## src/rtl/seg7_scan_scheduler.sv

```systemverilog
// Scan scheduler for a multiplexed 7-segment display behind a chained-595 shifter.
// Per digit slot: decode, build word, trigger shifter, await latch, dwell; commits new digits only between frames.
module seg7_scan_scheduler #(
  parameter int NUM_DIGITS     = 4,
  parameter int DWELL_CYCLES   = 1000,
  parameter int TIMEOUT_CYCLES = 64,
  parameter bit COMMON_ANODE   = 1'b0
) (
  input  logic                    clk_i,
  input  logic                    rst_ni,
  input  logic                    enable_i,
  input  logic [4*NUM_DIGITS-1:0] digits_i,
  input  logic [NUM_DIGITS-1:0]   dp_i,
  input  logic                    update_i,
  output logic                    update_ack_o,
  output logic                    shift_trigger_o,
  output logic [15:0]             shift_data_o,
  input  logic                    shift_done_i,
  output logic [2:0]              digit_idx_o,
  output logic                    frame_done_o,
  output logic                    timeout_err_o
);

  localparam int DCW = (DWELL_CYCLES > 1) ? $clog2(DWELL_CYCLES) : 1;
  localparam int TCW = $clog2(TIMEOUT_CYCLES);
  localparam logic [DCW-1:0] DWELL_LAST = DCW'(DWELL_CYCLES - 1);
  localparam logic [TCW-1:0] TMO_LAST   = TCW'(TIMEOUT_CYCLES - 1);
  localparam logic [2:0]     IDX_LAST   = 3'(NUM_DIGITS - 1);
  localparam logic [15:0]    BLANK_WORD = COMMON_ANODE ? 16'hFFFF : 16'h0000;

  typedef enum logic [2:0] {
    S_IDLE,
    S_LOAD,
    S_WAIT_LOW,
    S_WAIT_HIGH,
    S_DWELL,
    S_BLANK
  } state_t;

  function automatic logic [6:0] seg_decode(input logic [3:0] v);
    logic [6:0] s;
    case (v)
      4'h0: s = 7'h3F;
      4'h1: s = 7'h06;
      4'h2: s = 7'h5B;
      4'h3: s = 7'h4F;
      4'h4: s = 7'h66;
      4'h5: s = 7'h6D;
      4'h6: s = 7'h7D;
      4'h7: s = 7'h07;
      4'h8: s = 7'h7F;
      4'h9: s = 7'h6F;
      4'hA: s = 7'h77;
      4'hB: s = 7'h7C;
      4'hC: s = 7'h39;
      4'hD: s = 7'h5E;
      4'hE: s = 7'h79;
      default: s = 7'h71;
    endcase
    return s;
  endfunction

  function automatic logic [15:0] slot_word(input logic [3:0] v, input logic dp,
                                            input logic [2:0] i);
    logic [15:0] w;
    w = {dp, seg_decode(v), 8'b1 << i};
    return COMMON_ANODE ? ~w : w;
  endfunction

  state_t state, state_nxt;
  logic [2:0] idx, idx_nxt;
  logic [DCW-1:0] dcnt;
  logic [TCW-1:0] tcnt;
  logic blanking;

  logic [4*NUM_DIGITS-1:0] digit_buf, stage_digits, nxt_digits;
  logic [NUM_DIGITS-1:0]   dp_buf, stage_dp, nxt_dp;
  logic pend;

  logic load_word, load_blank, commit, frame_end, tmo_hit;
  logic req, tmo, dwell_end, last, wait_exit;
  logic [31:0] dig_pad;
  logic [7:0]  dp_pad;
  logic [15:0] word_nxt;

  assign req       = update_i | pend;
  assign tmo       = (tcnt == TMO_LAST);
  assign dwell_end = (dcnt == DWELL_LAST);
  assign last      = (idx == IDX_LAST);

  always_ff @(posedge clk_i or negedge rst_ni) begin
    if (!rst_ni) state <= S_IDLE;
    else         state <= state_nxt;
  end

  always_comb begin
    state_nxt  = state;
    idx_nxt    = idx;
    load_word  = 1'b0;
    load_blank = 1'b0;
    commit     = 1'b0;
    frame_end  = 1'b0;
    tmo_hit    = 1'b0;
    wait_exit  = 1'b0;
    case (state)
      S_IDLE: begin
        commit = req;
        if (enable_i) begin
          state_nxt = S_LOAD;
          idx_nxt   = 3'd0;
          load_word = 1'b1;
        end
      end
      S_LOAD, S_BLANK: state_nxt = S_WAIT_LOW;
      S_WAIT_LOW: begin
        if (!shift_done_i) state_nxt = S_WAIT_HIGH;
        else if (tmo) begin
          tmo_hit   = 1'b1;
          wait_exit = 1'b1;
        end
      end
      S_WAIT_HIGH: begin
        if (shift_done_i) wait_exit = 1'b1;
        else if (tmo) begin
          tmo_hit   = 1'b1;
          wait_exit = 1'b1;
        end
      end
      S_DWELL: begin
        if (dwell_end) begin
          if (!last) begin
            idx_nxt   = idx + 3'd1;
            state_nxt = S_LOAD;
            load_word = 1'b1;
          end else begin
            frame_end = 1'b1;
            idx_nxt   = 3'd0;
            commit    = req;
            if (enable_i) begin
              state_nxt = S_LOAD;
              load_word = 1'b1;
            end else begin
              state_nxt  = S_BLANK;
              load_blank = 1'b1;
            end
          end
        end
      end
      default: state_nxt = S_IDLE;
    endcase
    // A blanking shift returns to idle instead of dwelling
    if (wait_exit) state_nxt = blanking ? S_IDLE : S_DWELL;
  end

  // Word is built from the post-commit buffer so a boundary commit shows on digit 0 at once
  always_comb begin
    nxt_digits = digit_buf;
    nxt_dp     = dp_buf;
    if (commit) begin
      nxt_digits = update_i ? digits_i : stage_digits;
      nxt_dp     = update_i ? dp_i : stage_dp;
    end
    dig_pad  = 32'(nxt_digits);
    dp_pad   = 8'(nxt_dp);
    word_nxt = slot_word(dig_pad[{idx_nxt, 2'b00} +: 4], dp_pad[idx_nxt], idx_nxt);
  end

  always_ff @(posedge clk_i or negedge rst_ni) begin
    if (!rst_ni) begin
      idx             <= 3'd0;
      shift_trigger_o <= 1'b0;
      shift_data_o    <= 16'h0000;
      update_ack_o    <= 1'b0;
      frame_done_o    <= 1'b0;
      timeout_err_o   <= 1'b0;
      blanking        <= 1'b0;
      tcnt            <= '0;
      dcnt            <= '0;
      digit_buf       <= '0;
      dp_buf          <= '0;
      stage_digits    <= '0;
      stage_dp        <= '0;
      pend            <= 1'b0;
    end else begin
      idx             <= idx_nxt;
      shift_trigger_o <= load_word | load_blank;
      update_ack_o    <= commit;
      frame_done_o    <= frame_end;
      if (tmo_hit) timeout_err_o <= 1'b1;
      if (load_word)       shift_data_o <= word_nxt;
      else if (load_blank) shift_data_o <= BLANK_WORD;
      if (load_word | load_blank) blanking <= load_blank;
      // Counter starts at 1 so it equals cycles elapsed since the trigger
      if (state == S_LOAD || state == S_BLANK)               tcnt <= TCW'(1);
      else if (state == S_WAIT_LOW || state == S_WAIT_HIGH) tcnt <= tcnt + TCW'(1);
      if (state == S_DWELL) dcnt <= dcnt + DCW'(1);
      else                  dcnt <= '0;
      if (commit) begin
        digit_buf <= nxt_digits;
        dp_buf    <= nxt_dp;
        pend      <= 1'b0;
      end else if (update_i) begin
        stage_digits <= digits_i;
        stage_dp     <= dp_i;
        pend         <= 1'b1;
      end
    end
  end

  assign digit_idx_o = idx;

endmodule

```

## config.mk

```make
export PLATFORM = sky130hd
export DESIGN_NAME = seg7_scan_scheduler
export DESIGN_NICKNAME = d
export VERILOG_FILES = /design/src/rtl/seg7_scan_scheduler.sv
export SDC_FILE = /design/constraint.sdc
export NUM_CORES = 1
export LEC_CHECK = 0
export ABC_AREA = 1
export CORE_MARGIN = 4
export CORE_UTILIZATION = 51
export DETAILED_ROUTE_END_ITERATION = 10
export PLACE_DENSITY = 0.72
export REMOVE_ABC_BUFFERS = 1
export SLEW_MARGIN = 20
export SYNTH_ARGS = -nofsm -noshare
export SYNTH_HDL_FRONTEND = slang
export SYNTH_SLANG_ARGS = --single-unit
```

## constraint.sdc

```tcl
create_clock -name clk_i -period 2.54 [get_ports clk_i]
set_input_delay 0.508 -clock clk_i [delete_from_list [all_inputs] [get_ports clk_i]]
set_output_delay 0.508 -clock clk_i [all_outputs]
set_load 0.02 [all_outputs]
```

==> results of run 1 <==
## cell type report
cell class,instances,area (um2)
inverters,95,364
fillers,650,2390
flip-flops and latches,84,2100
well taps,105,131
clock buffers,11,151
repair buffers,115,1020
multi-input cells,359,2090
clock inverters,5,36.3
## through the flow
stage	power (mW)	instance area (um2)	setup TNS, ns	hold slack (ns)	worst slack [ns]
3_3_place_gp	1.58	5250	-2.49	0.449	-0.347
5_1_grt	2.59	5910	-0.560	0.0813	-0.125
2_1_floorplan	1.48	4320	-1.01	0.212	-0.221
6_report	2.48	5910	0	0.0609	0.0457
4_1_cts	2.50	5450	0	0.0690	0.00122
3_5_place_dp	1.59	5250	-2.90	0.460	-0.425
## final timing paths
path	start	end	slack (ns)	depth (start not counted)
worst max-delay path	dcnt[1]	shift_data_o[13]	0.05	19
worst min-delay path	rst_ni	dcnt[2]	0.06	1
worst max register to register	dcnt[1]	shift_data_o[13]	0.05	19
worst min register to register	digit_buf[9]	digit_buf[9]	0.47	2
max in group asynchronous	rst_ni	shift_data_o[5]	1.85	2
min in group clk_i	digit_buf[9]	digit_buf[9]	0.47	2
## worst max-delay path: stages, from the launching register on
cell	delay, ns
dfrtp_1	0.41
ha_4	0.18
nand2_4	0.07
inv_2	0.09
buf_4	0.14
nand3_4	0.07
nor2_4	0.13
nand3_2	0.10
nand2_4	0.11
nor2_2	0.05
nand2_1	0.08
nand3_2	0.12
nor2_4	0.19
inv_4	0.07
buf_4	0.14
ha_1	0.17
nand2_1	0.08
nand3_1	0.08
nand2_1	0.08
nand2_1	0.05
## cells by family (layout without fill, tap and decap cells)
| kind of cell | count (synthesis) | count (layout) | share of synthesized area (%) |
|---|---|---|---|
| mux | 11 | 11 | 2.51 |
| fa+ha+maj | 9 | 9 | 2.57 |
| simple gates | 256 | 257 | 27.0 |
| xor+xnor | 2 | 2 | 0.400 |
| buf+inv | 107 | 226 | 9.65 |
| flops | 84 | 84 | 47.9 |
| compound gates | 80 | 80 | 9.90 |
## flip-flops by register name, indices dropped and copies added, names as in the netlist
signal	flops
state	3
blanking	1
frame_done_o	1
stage_dp	4
digit_idx_o	3
dcnt	10
digit_buf	16
dp_buf	4
shift_trigger_o	1
pend	1
tcnt	6
update_ack_o	1
shift_data_o	16
timeout_err_o	1
stage_digits	16
## cell usage after synthesis, drive strengths merged (4+ instances only)
| cell type | n | share of area (%) |
|---|---|---|
| nand2 | 149 | 13 |
| inv | 95 | 8.1 |
| dfrtp | 84 | 48 |
| o21ai | 65 | 7.8 |
| nor2 | 54 | 6.3 |
| nand3 | 43 | 5.7 |
| mux2i | 11 | 2.5 |
| ha | 9 | 2.6 |
| a21oi | 7 | 0.80 |
| buf | 7 | 1.1 |
| clkbuf | 5 | 0.43 |
| nand4 | 5 | 1.0 |
| nor3 | 4 | 0.46 |
## power groups by stage
stage / clock network, mW / registers [mW] / logic, mW
after detailed placement: 0 / 1.41 / 0.173
final: 0.919 / 1.39 / 0.171
after CTS: 0.934 / 1.39 / 0.174
after floorplan: 0 / 1.42 / 0.0559
after global routing: 1.00 / 1.39 / 0.193
after global placement: 0 / 1.41 / 0.169
## what timing repair did
item | in CTS | in global routing
pin swaps | 0 | 35
setup endpoints to repair | 7 | 8
resized for setup | 3 | 71
setup buffers | 0 | 25
endpoints found under the hold margin | 0 | 0
gates cloned | 0 | 1
hold buffers | 0 | 0
## placed cells by master (no fill, tap or decap), drive strengths merged
| cell type | Yosys | final |
|---|---|---|
| clkdlybuf4s50 | 0 | 45 |
| nor3 | 4 | 4 |
| o211ai | 2 | 2 |
| o21ai | 65 | 65 |
| nand3 | 43 | 43 |
| clkinv | 0 | 2 |
| or2 | 1 | 1 |
| xor2 | 2 | 2 |
| inv | 95 | 95 |
| clkinvlp | 0 | 3 |
| o2111ai | 1 | 1 |
| o31ai | 1 | 1 |
| nand4 | 5 | 5 |
| dlymetal6s2s | 0 | 1 |
| o22ai | 1 | 1 |
| buf | 7 | 69 |
| clkbuf | 5 | 11 |
| nor2 | 54 | 54 |
| a22o | 1 | 1 |
| a31oi | 2 | 2 |
| nand2 | 149 | 150 |
| mux2i | 11 | 11 |
| ha | 9 | 9 |
| a21oi | 7 | 7 |
| dfrtp | 84 | 84 |
## routing by layer
layer | vias to the layer above | routed length (um) | GRT usage, %
met5 | - | 0 | 0
met4 | 0 | 174 | 5.91
met3 | 17 | 573 | 4.71
met2 | 87 | 5480 | 32.6
met1 | 1874 | 4910 | 29.5
li1 | 1949 | - | -
==> results by group, run 1 <==
Floorplanning
  • Area of the die: 10100 um2
  • Io pins: 48
  • Initial Util: 52.8%
  • Core region area: 8300 um2
  • Die width: 101 um
  • Row count: 33
  • Chip Height: 101 um

Detailed routing
  • Starting DRT DRC Count: 212
  • Via count: 3927
  • Vias per cell: 5.07
  • WL/cell: 14.4 um
  • Remaining antenna violation count: 0
  • DRT Wirelength: 11100 um
  • DRC: 0
  • Drt pass-1 iters: 4

Clock network
  • Clk pin slew, worst setup/hold paths: 0.09 ns
  • CTS tree: done
  • H-tree depth: 3
  • Clk sinks: 84
  • CTS root buffer: clkbuf_8
  • Clk buf depth: 2
  • Worst skew pair latency: 0.36 ns
  • CTS Buf Count: 9

Power and ir drop
  • Pwr/cell area: 420 nW/um2
  • Clock network power share: 37.1%
  • Flop pwr share: 56.0%
  • Logic pwr share: 6.9%
  • Pleak: 3.00 nW
  • Maximum vdd drop: 282 uV
  • Pint: 1.86 mW
  • P_sw: 0.619 mW
  • Switching Share: 25.0%

Global routing
  • Pin count of the biggest net entering global routing: 57
  • Overflow after GRT: 0
  • GRT Util Overall: 20.9%
  • First-pass GRT wire length: 16900 um
  • Initial antenna violation count: 0
  • Vias in the first global route: 3595

Layout
  • Nets: 698
  • Synth-to-layout area growth: 34.7%
  • # diodes: 0
  • Non-filler cells, final: 774
  • Post-layout util: 71.2%
  • Fraction of layout cells with a size suffix above 1: 25.3%

STA
  • Fmax: 401 MHz
  • Tightest Pin Transition: 0.400 ns
  • Final setup fails: 0
  • Fin crit period: 2.49 ns
  • Pins Over Slew Limit: 0
  • Clk_skew: 0.00791 ns
  • Slew Limit Headroom: 73.3%
  • Hold Vio Cnt, Final: 0
  • RSZ-0062 raised after global routing: true
  • Fin crit share: 98.2%

Run status
  • Outcome: finished clean

Logic synthesis
  • Ys flop type: dfrtp_1
  • Count of cell types in the netlist: 34
  • Cell Area, Synth: 4380 um2
  • #FFs+latches synth: 84
  • Avg Synthesized Cell Area: 7.99 um2
  • Seq/Total Area, Yosys: 47.9%
  • Cell count after synthesis: 549
  • Post-synth EDFFs: 0
  • Async SR Flop Fraction: 100%
  • Yosys warnings: 0

Worst setup path
  • Max FO, Critical Path: 4
  • Setup CP Type: register to register
  • Startpoint types: register
  • Arrival time worst endpoint: 2.76 ns
  • Worst path required time: 2.80 ns
  • Crit. End Element: register

Place
  • Placed cells: 732
  • GP Congestion: 0.930
  • Port Buffers: 47
  • Final HPWL DP: 7380 um

Worst hold path
  • Hold Crit Class: input pin to async pin

Flow run
  • MaxCap Viol Count: 0
Note: power is estimated with default switching activity, not from simulation.
==> run 2, diff against run 1 <==
CAP_MARGIN = 40   (was not set)
PLACE_DENSITY = 0.76   (was 0.72)
==> results by group, run 2 (same netlist as run 1, synthesis figures left out) <==
Power and ir drop
  • Tot Pwr: 2.57 mW (+3.7%)
  • P_sw: 0.571 mW (-7.7%)
  • Pleak: 3.10 nW (+3.5%)
  • Logic pwr share: 7.3% (+0.4 points)
  • Pwr/cell area: 419 nW/um2 (-0.12%)
  • Maximum vdd drop: 344 uV (+22%)
  • Flop pwr share: 54.2% (-1.8 points)
  • Clock network power share: 38.6% (+1.5 points)
  • Pint: 2.00 mW (+7.5%)
  • Switching Share: 22.2% (-2.7 points)

Global routing
  • Vias in the first global route: 3906 (+8.7%)
  • Initial antenna violation count: 0 (unchanged)
  • Overflow after GRT: 0 (unchanged)
  • GRT Util Overall: 22.1% (+1.2 points)
  • First-pass GRT wire length: 17900 um (+5.9%)
  • Pin count of the biggest net entering global routing: 46 (-19%)

Layout
  • Commonest non-fill, non-tap cell in the layout: nand2_1
  • Most frequent cells in the layout: 128 x nand2_1, 84 x dfrtp_1, 83 x inv_1, 79 x buf_4, 54 x o21ai_0
  • Synth-to-layout area growth: 39.8%
  • Biggest regs: digit_buf x16, shift_data_o x16, stage_digits x16
  • Final instance area: 6130 um2 (+3.8%)
  • # diodes: 0 (unchanged)
  • Fraction of layout cells with a size suffix above 1: 27.5% (+2.2 points)
  • Nets: 719 (+3.0%)

Worst setup path
  • Max incr delay on CP: 0.36 ns (-0.05 ns)
  • Crit. End Element: register
  • Worst setup path startpoint: dcnt[1]
  • Worst path required time: 2.77 ns (-0.03 ns)
  • Startpoint types: register
  • CP Cell Sequence: ha_2 > nand2_2 > buf_4 > nor2_4 > nand3_4 > o21ai_4 > nand2_4 > nor2_4 > nand2_1 > nand2_1 > nor2_4 > buf_6 > buf_4 > ha_1 > o21ai_1 > o21ai_1
  • Crit path top cell by count: nor2_4
  • Slowest CP cell: dfrtp_1
  • Origin of the critical flop-to-flop path: dcnt[1]
  • Arrival time worst endpoint: 2.74 ns (-0.02 ns)
  • Max FO, Critical Path: 4 (unchanged)
  • Setup CP Type: register to register

Clock network
  • Worst skew pair latency: 0.36 ns (about the same)
  • Clk sinks: 84 (unchanged)
  • CTS tree: done
  • CTS Hold Bufs: 0 (unchanged)
  • CTS Buf Count: 9 (unchanged)
  • CTS root buffer: clkbuf_8
  • H-tree depth: 3 (unchanged)
  • Clk buf depth: 2 (unchanged)
  • Clk pin slew, worst setup/hold paths: 0.08 ns (about the same)

STA
  • Clk_skew: 0.0134 ns (+0.00552 ns)
  • Final setup fails: 0 (unchanged)
  • Hold Vio Cnt, Final: 0 (unchanged)
  • Pins Over Slew Limit: 0 (unchanged)
  • RSZ-0062 raised after global routing: true
  • Slew Limit Headroom: 60.2% (-13 points)
  • Final TNS setup: 0 ns (unchanged)
  • Tightest Pin Transition: 0.596 ns (+0.197 ns)
  • Fmax: 398 MHz (-0.65%)
  • Fin crit share: 98.8% (+0.64 points)
  • Fin crit period: 2.51 ns (+0.0164 ns)

Detailed routing
  • Vias per cell: 5.21 (+2.6%)
  • Starting DRT DRC Count: 321 (+51%)
  • Via count: 4124 (+5.0%)
  • Drt pass-1 iters: 7 (+3)
  • DRT Wirelength: 11600 um (+4.4%)
  • DRC: 0 (unchanged)
  • Remaining antenna violation count: 0 (unchanged)
  • WL/cell: 14.7 um (+2.0%)

Run status
  • Outcome: finished clean

Place
  • Port Buffers: 47 (unchanged)
  • Placed cell areas: 5420 um2 (+3.2%)
  • GP Congestion: 1.00 (+7.7%)
  • Final HPWL DP: 7870 um (+6.7%)

Floorplanning
  • Row count: 33 (unchanged)
  • Core region area: 8300 um2 (unchanged)
  • Die width: 101 um (unchanged)
  • Io pins: 48 (unchanged)
  • Chip Height: 101 um (unchanged)
  • Area of the die: 10100 um2 (unchanged)
  • Initial Util: 52.8% (unchanged)

Flow run
  • MaxCap Viol Count: 0 (unchanged)

Worst hold path
  • Hold Crit Class: input pin to async pin
## run 2: cell types whose count changed in the layout (fill, tap and decap cells not counted), moves of 3 or more
cell / before / now
ha_4: 4 / 1
buf_6: 6 / 9
nand2_2: 18 / 13
buf_4: 61 / 79
mux2i_1: 11 / 7
clkinvlp_4: 3 / 0
ha_2: 2 / 5
nand2_1: 125 / 128
## run 2: path summary, 6_finish.rpt
path,end,slack [ns],cells after the start
hold reg to reg,shift_data_o[12],0.48,2
max in group asynchronous,digit_buf[8],1.78,2
setup reg to reg,shift_data_o[10],0.03,16
setup / recovery,shift_data_o[10],0.03,16
hold / removal,stage_digits[14],0.16,1
min in group clk_i,shift_data_o[12],0.48,2
## run 2: critical path, delay by kind of cell (launching register included)
| kind | cells | cell delay, ns |
|---|---|---|
| AOI/OAI and AO/OA | 3 | 0.44 |
| adders and majority gates | 2 | 0.39 |
| buffers and inverters | 3 | 0.39 |
| DFF | 1 | 0.36 |
| and+or+nand+nor | 8 | 0.78 |
## run 2: metrics by stage
step                setup WS (ns)  cells  hold slack [ns]  utilization [%]
detailed placement         -0.462    753            0.469             65.3
finish                     0.0293    792            0.160             73.9
floorplan                  -0.221    537            0.212                -
global route              -0.0980    792            0.188             73.9
CTS                       0.00840    771            0.164             68.5
global placement           -0.439    753            0.458             65.3
## run 2: power groups by stage
stage | logic (mW) | clock network [mW] | registers (mW)
floorplan | 0.0559 | 0 | 1.42
detailed placement | 0.176 | 0 | 1.42
finish | 0.187 | 0.991 | 1.39
global placement | 0.171 | 0 | 1.41
CTS | 0.180 | 1.01 | 1.39
global route | 0.211 | 1.07 | 1.40
## run 2: timing repair
item,CTS,global route
endpoints found under the hold margin,0,0
setup buffers,5,21
pin swaps,4,30
resized for setup,12,71
setup endpoints to repair,7,7
gates cloned,0,0
## run 2: cell type report
type,instances,area (um2)
clock buffers,10,128
clock inverters,3,65.1
fillers,571,2170
inverters,95,362
multi-input cells,358,2120
flip-flops and latches,84,2100
well taps,105,131
repair buffers,137,1220
## run 2: metal layers
| metal | wire length [um] | vias to the layer above | part of all wire, % | track usage [%] |
|---|---|---|---|---|
| li1 | - | 1989 | - | - |
| met1 | 5080 | 1985 | 44 | 30.1 |
| met2 | 5730 | 140 | 49 | 35.7 |
| met3 | 690 | 10 | 5.9 | 4.91 |
| met4 | 114 | 0 | 0.98 | 6.11 |
| met5 | 0 | - | 0 | 0 |
==> patch 1, RTL diff (config.mk and constraints of run 1) <==
Change the parameter `COMMON_ANODE` from 1'b0 to 1'b1.
--- a/src/rtl/seg7_scan_scheduler.sv
+++ b/src/rtl/seg7_scan_scheduler.sv
@@ -6,3 +6,3 @@
   parameter int TIMEOUT_CYCLES = 64,
-  parameter bit COMMON_ANODE   = 1'b0
+  parameter bit COMMON_ANODE   = 1'b1
 ) (
Check against the original RTL: not equivalent (a bounded check fails within 4 cycles, from zero or initial values and one cycle with rst_ni low).
==> patch 1 against run 1 <==
The run now ends with negative setup slack left; synthesized area is 0.86% lower; critical endpoint is now shift_data_o[11]; setup slack worse by 0.072 ns; largest cell class unchanged; routed wire length is 9.7% lower; die area is 0.78% lower; sequential cell count stayed put; fmax is 2.8% lower; final area is 3.0% lower; critical path type unchanged.
Power is not compared: it rests on default switching activity, and its combinational part moved more than twofold at a synthesized area within 25%.
==> patch 1: results (changes against run 1) <==
- Status: complete, but fails checks
- Largest net degree at the start of global routing: 43 (-25%)
- Unique masters post-synth: 40 (+18%)
- Final worst slack: -0.0262 ns (-0.0719 ns)
- Vias: 3770 (-4.0%)
- Met3 Usage GRT: 3.68% (-1.0 points)
- Routed len/inst: 13.5 µm (-6.4%)
- Reg2reg path depth: 18 (-1)
- Post-Synth Adder-Cell Area: 2.59% (+0.022 points)
- Post-DP HPWL: 7160 µm (-2.9%)
- Routability cong.: 0.866 (-6.9%)
- Slew at the pin with the worst max-slew slack: 0.578 ns (+0.178 ns)
- Synth Area in Compound Gates: 12.4% (+2.5 points)
- RR Endpoint: shift_data_o[11]
- Multiplexer share of the synthesized area: 1.15% (-1.4 points)
- Vias in the first global route: 3689 (+2.6%)
- Failing checks: negative setup slack
- Setup-failing EPs final: 1 (+1)
- Final clock skew: 0.0112 ns (+0.00333 ns)
- Fill count: 694 (+6.8%)
- Non-filler instance count after layout: 747 (-3.5%)
- Hold_ws: 0.147 ns (+0.0862 ns)
- Total Nets Final: 671 (-3.9%)
- Drt first-iter violations: 211 (-0.47%)
- Layout cell share with drive strength beyond 1: 24.3% (-0.96 points)
- Synth Area in XOR/XNOR: 0.201% (-0.20 points)
- Synth top area cells: dfrtp_1 48%, nand2_1 9.5%, inv_1 7.1%
- Worst r2r src: dcnt[0]
- Crit path DAT: 2.81 ns (+0.05 ns)
- First-pass GRT wire length: 16700 µm (-0.86%)
- Total Neg Setup Slack: -0.0262 ns (-0.0262 ns)
- DP Worst Slack: -0.431 ns (-0.00541 ns)
==> patch 1: repair_timing <==
item	CTS	global route
buffers inserted	4	14
setup endpoints to repair	5	7
hold endpoints to repair	0	0
resized for setup	8	42
pin swaps	6	30
==> patch 1: worst max path at each step <==
| stage | endpoint | slack (ns) | cells past startpoint |
|---|---|---|---|
| 6_report | shift_data_o[11] | -0.03 | 18 |
| 2_1_floorplan | shift_data_o[11] | -0.16 | 16 |
| 3_5_place_dp | shift_data_o[9] | -0.43 | 15 |
| 3_3_place_gp | shift_data_o[11] | -0.36 | 14 |
| 4_1_cts | shift_data_o[11] | 0.0006 | 18 |
| 5_1_grt | shift_data_o[11] | -0.19 | 18 |
==> patch 1: critical path, cell delays in order, from the launching register on <==
cell      delay, ns
dfrtp_1        0.41
ha_4           0.17
nand2_4        0.05
nor2_4         0.14
nand3_4        0.14
nand2_4        0.13
nand3_4        0.09
nand2_8        0.10
inv_6          0.04
buf_6          0.11
nor2_4         0.11
nand2_2        0.06
nand4_1        0.21
ha_4           0.24
nand3b_1       0.17
nand3_1        0.08
nand3_1        0.08
nand2_1        0.07
inv_1          0.04
==> patch 1: power groups by stage <==
stage	logic (mW)	registers [mW]	clock network, mW
floorplan	1.59	2.09	0
CTS	2.76	2.01	0.896
global route	3.31	2.07	0.944
detailed placement	2.68	2.03	0
global placement	2.62	2.01	0
finish	2.98	2.01	0.860
==> patch 1: layer usage <==
layer / part of all wire [%] / wire length, µm
met1: 44 / 4450
met2: 52 / 5180
met3: 2.7 / 271
met4: 1.6 / 160
met5: 0 / 0
==> patch 1: layout make-up <==
type                            count  share of cell area, %
Clock buffer                       10                   2.40
Clock inverter                      6                  0.699
Inverter                           90                   6.03
Multi-Input combinational cell    345                   35.1
Sequential cell                    84                   36.7
Tap cell                          105                   2.29
Timing Repair Buffer              107                   16.8
==> patch 2, RTL diff (config.mk and constraints of run 1) <==
Without the edit above. Re-encode `state_t` (6 states) as one-hot, 6 bits wide.
--- a/src/rtl/seg7_scan_scheduler.sv
+++ b/src/rtl/seg7_scan_scheduler.sv
@@ -30,9 +30,9 @@
 
-  typedef enum logic [2:0] {
-    S_IDLE,
-    S_LOAD,
-    S_WAIT_LOW,
-    S_WAIT_HIGH,
-    S_DWELL,
-    S_BLANK
+  typedef enum logic [5:0] {
+    S_IDLE      = 6'b000001,
+    S_LOAD      = 6'b000010,
+    S_WAIT_LOW  = 6'b000100,
+    S_WAIT_HIGH = 6'b001000,
+    S_DWELL     = 6'b010000,
+    S_BLANK     = 6'b100000
   } state_t;
Function: no difference found for any inputs over 10 cycles, from zero or initial values and one cycle with rst_ni low; not proved beyond that.
==> patch 2 against run 1 <==
The run now ends with negative setup slack left; final area up 3.2%; largest cell class is now multi-input combinational cells; synthesized area up 1.5%; utilization up 1.9 points; die area up 1.4%; sequential cell count up 3; critical endpoint is now shift_data_o[11]; routed wire length down 1.5%; setup slack worse by 0.064 ns.
Power is not compared: it rests on default switching activity, and its combinational part moved more than twofold at a synthesized area within 25%.
==> patch 2: results (changes against run 1) <==
- Post-placement cell count: 731 (-0.14%)
- Worst path slowest cell: dfstp_2
- DP Worst Slack: -0.363 ns (+0.0625 ns)
- Status: complete, but fails checks
- Routability cong.: 0.925 (-0.52%)
- Routed len/inst: 14.2 µm (-1.3%)
- Post-DP HPWL: 7440 µm (+0.79%)
- Unique masters post-synth: 40 (+18%)
- Vias: 3971 (+1.1%)
- Crit. Startpoint: state[0]
- Final worst slack: -0.0179 ns (-0.0636 ns)
- Setup-failing EPs final: 1 (+1)
- Seq/Total Area, Yosys: 48.9% (+0.99 points)
- Total Neg Setup Slack: -0.0179 ns (-0.0179 ns)
- First-pass GRT wire length: 17300 µm (+2.8%)
- Commonest cells in the netlist: 144 x nand2_1, 86 x dfrtp_1, 57 x inv_1
- Crit path DAT: 2.81 ns (+0.05 ns)
- Layout cell share with drive strength beyond 1: 28.8% (+3.5 points)
- RR Endpoint: shift_data_o[11]
- CP Max Fanout: 6 (+2)
- Rel. slew slack: 67.0% (-6.4 points)
- Post-placement cell area: 0.00542 mm² (+3.1%)
- Synth top area cells: dfrtp_1 48%, nand2_1 12%, o21ai_0 6.0%
- Largest net degree at the start of global routing: 70 (+23%)
- Total wire length: 11000 µm (-1.5%)
- Drt first-iter violations: 186 (-12%)
- Vias in the first global route: 3791 (+5.5%)
- Final clock skew: 0.0101 ns (+0.00221 ns)
- Failing checks: negative setup slack
-- patch 2: layout make-up --
class / instances / area [µm²]
Clock buffer: 12 / 165
Clock inverter: 4 / 28.8
Fill cell: 610 / 2240
Inverter: 70 / 275
Multi-Input combinational cell: 368 / 2200
Sequential cell: 87 / 2180
Tap cell: 105 / 131
Timing Repair Buffer: 126 / 1110
-- patch 2: per-layer routing --
layer  track usage, %  up-vias  share of wire [%]
li1                 -     1967                  -
met1             28.6     1927                 45
met2             34.6       65                 51
met3             3.31       12                3.3
met4             6.85        0                1.3
met5                0        -                  0
-- patch 2: what timing repair did --
action                                  CTS  global route
endpoints found under the hold margin     0             0
endpoints found under the setup margin    3             8
cloned                                    0             3
buffers inserted                          2            20
pin swaps                                 2            38
resized for setup                         1            69
-- patch 2: logic make-up after synthesis --
logic type,count (synthesis),synth area share [%]
buffers and inverters,82,7.64
AND/OR/NAND/NOR,260,28.2
adder cells (fa/ha/maj),9,2.53
multiplexers,8,1.80
AO/OA/AOI/OAI,88,10.9
flip-flops,87,48.9
-- patch 2: worst reg2reg max path: cells and delay by family, from the launching register on --
family,cells,cell delay [ns]
buf+inv,4,0.37
simple gates,12,1.15
compound gates,1,0.25
flops,1,0.55
fa+ha+maj,1,0.15
-- patch 2: worst max-delay path by stage --
stage | to | slack (ns) | cells after the start
3_5_place_dp | shift_data_o[13] | -0.36 | 15
6_report | shift_data_o[11] | -0.02 | 18
2_1_floorplan | shift_data_o[9] | -0.11 | 15
5_1_grt | shift_data_o[11] | -0.17 | 20
3_3_place_gp | shift_data_o[13] | -0.30 | 15
4_1_cts | shift_data_o[13] | -0.003 | 19
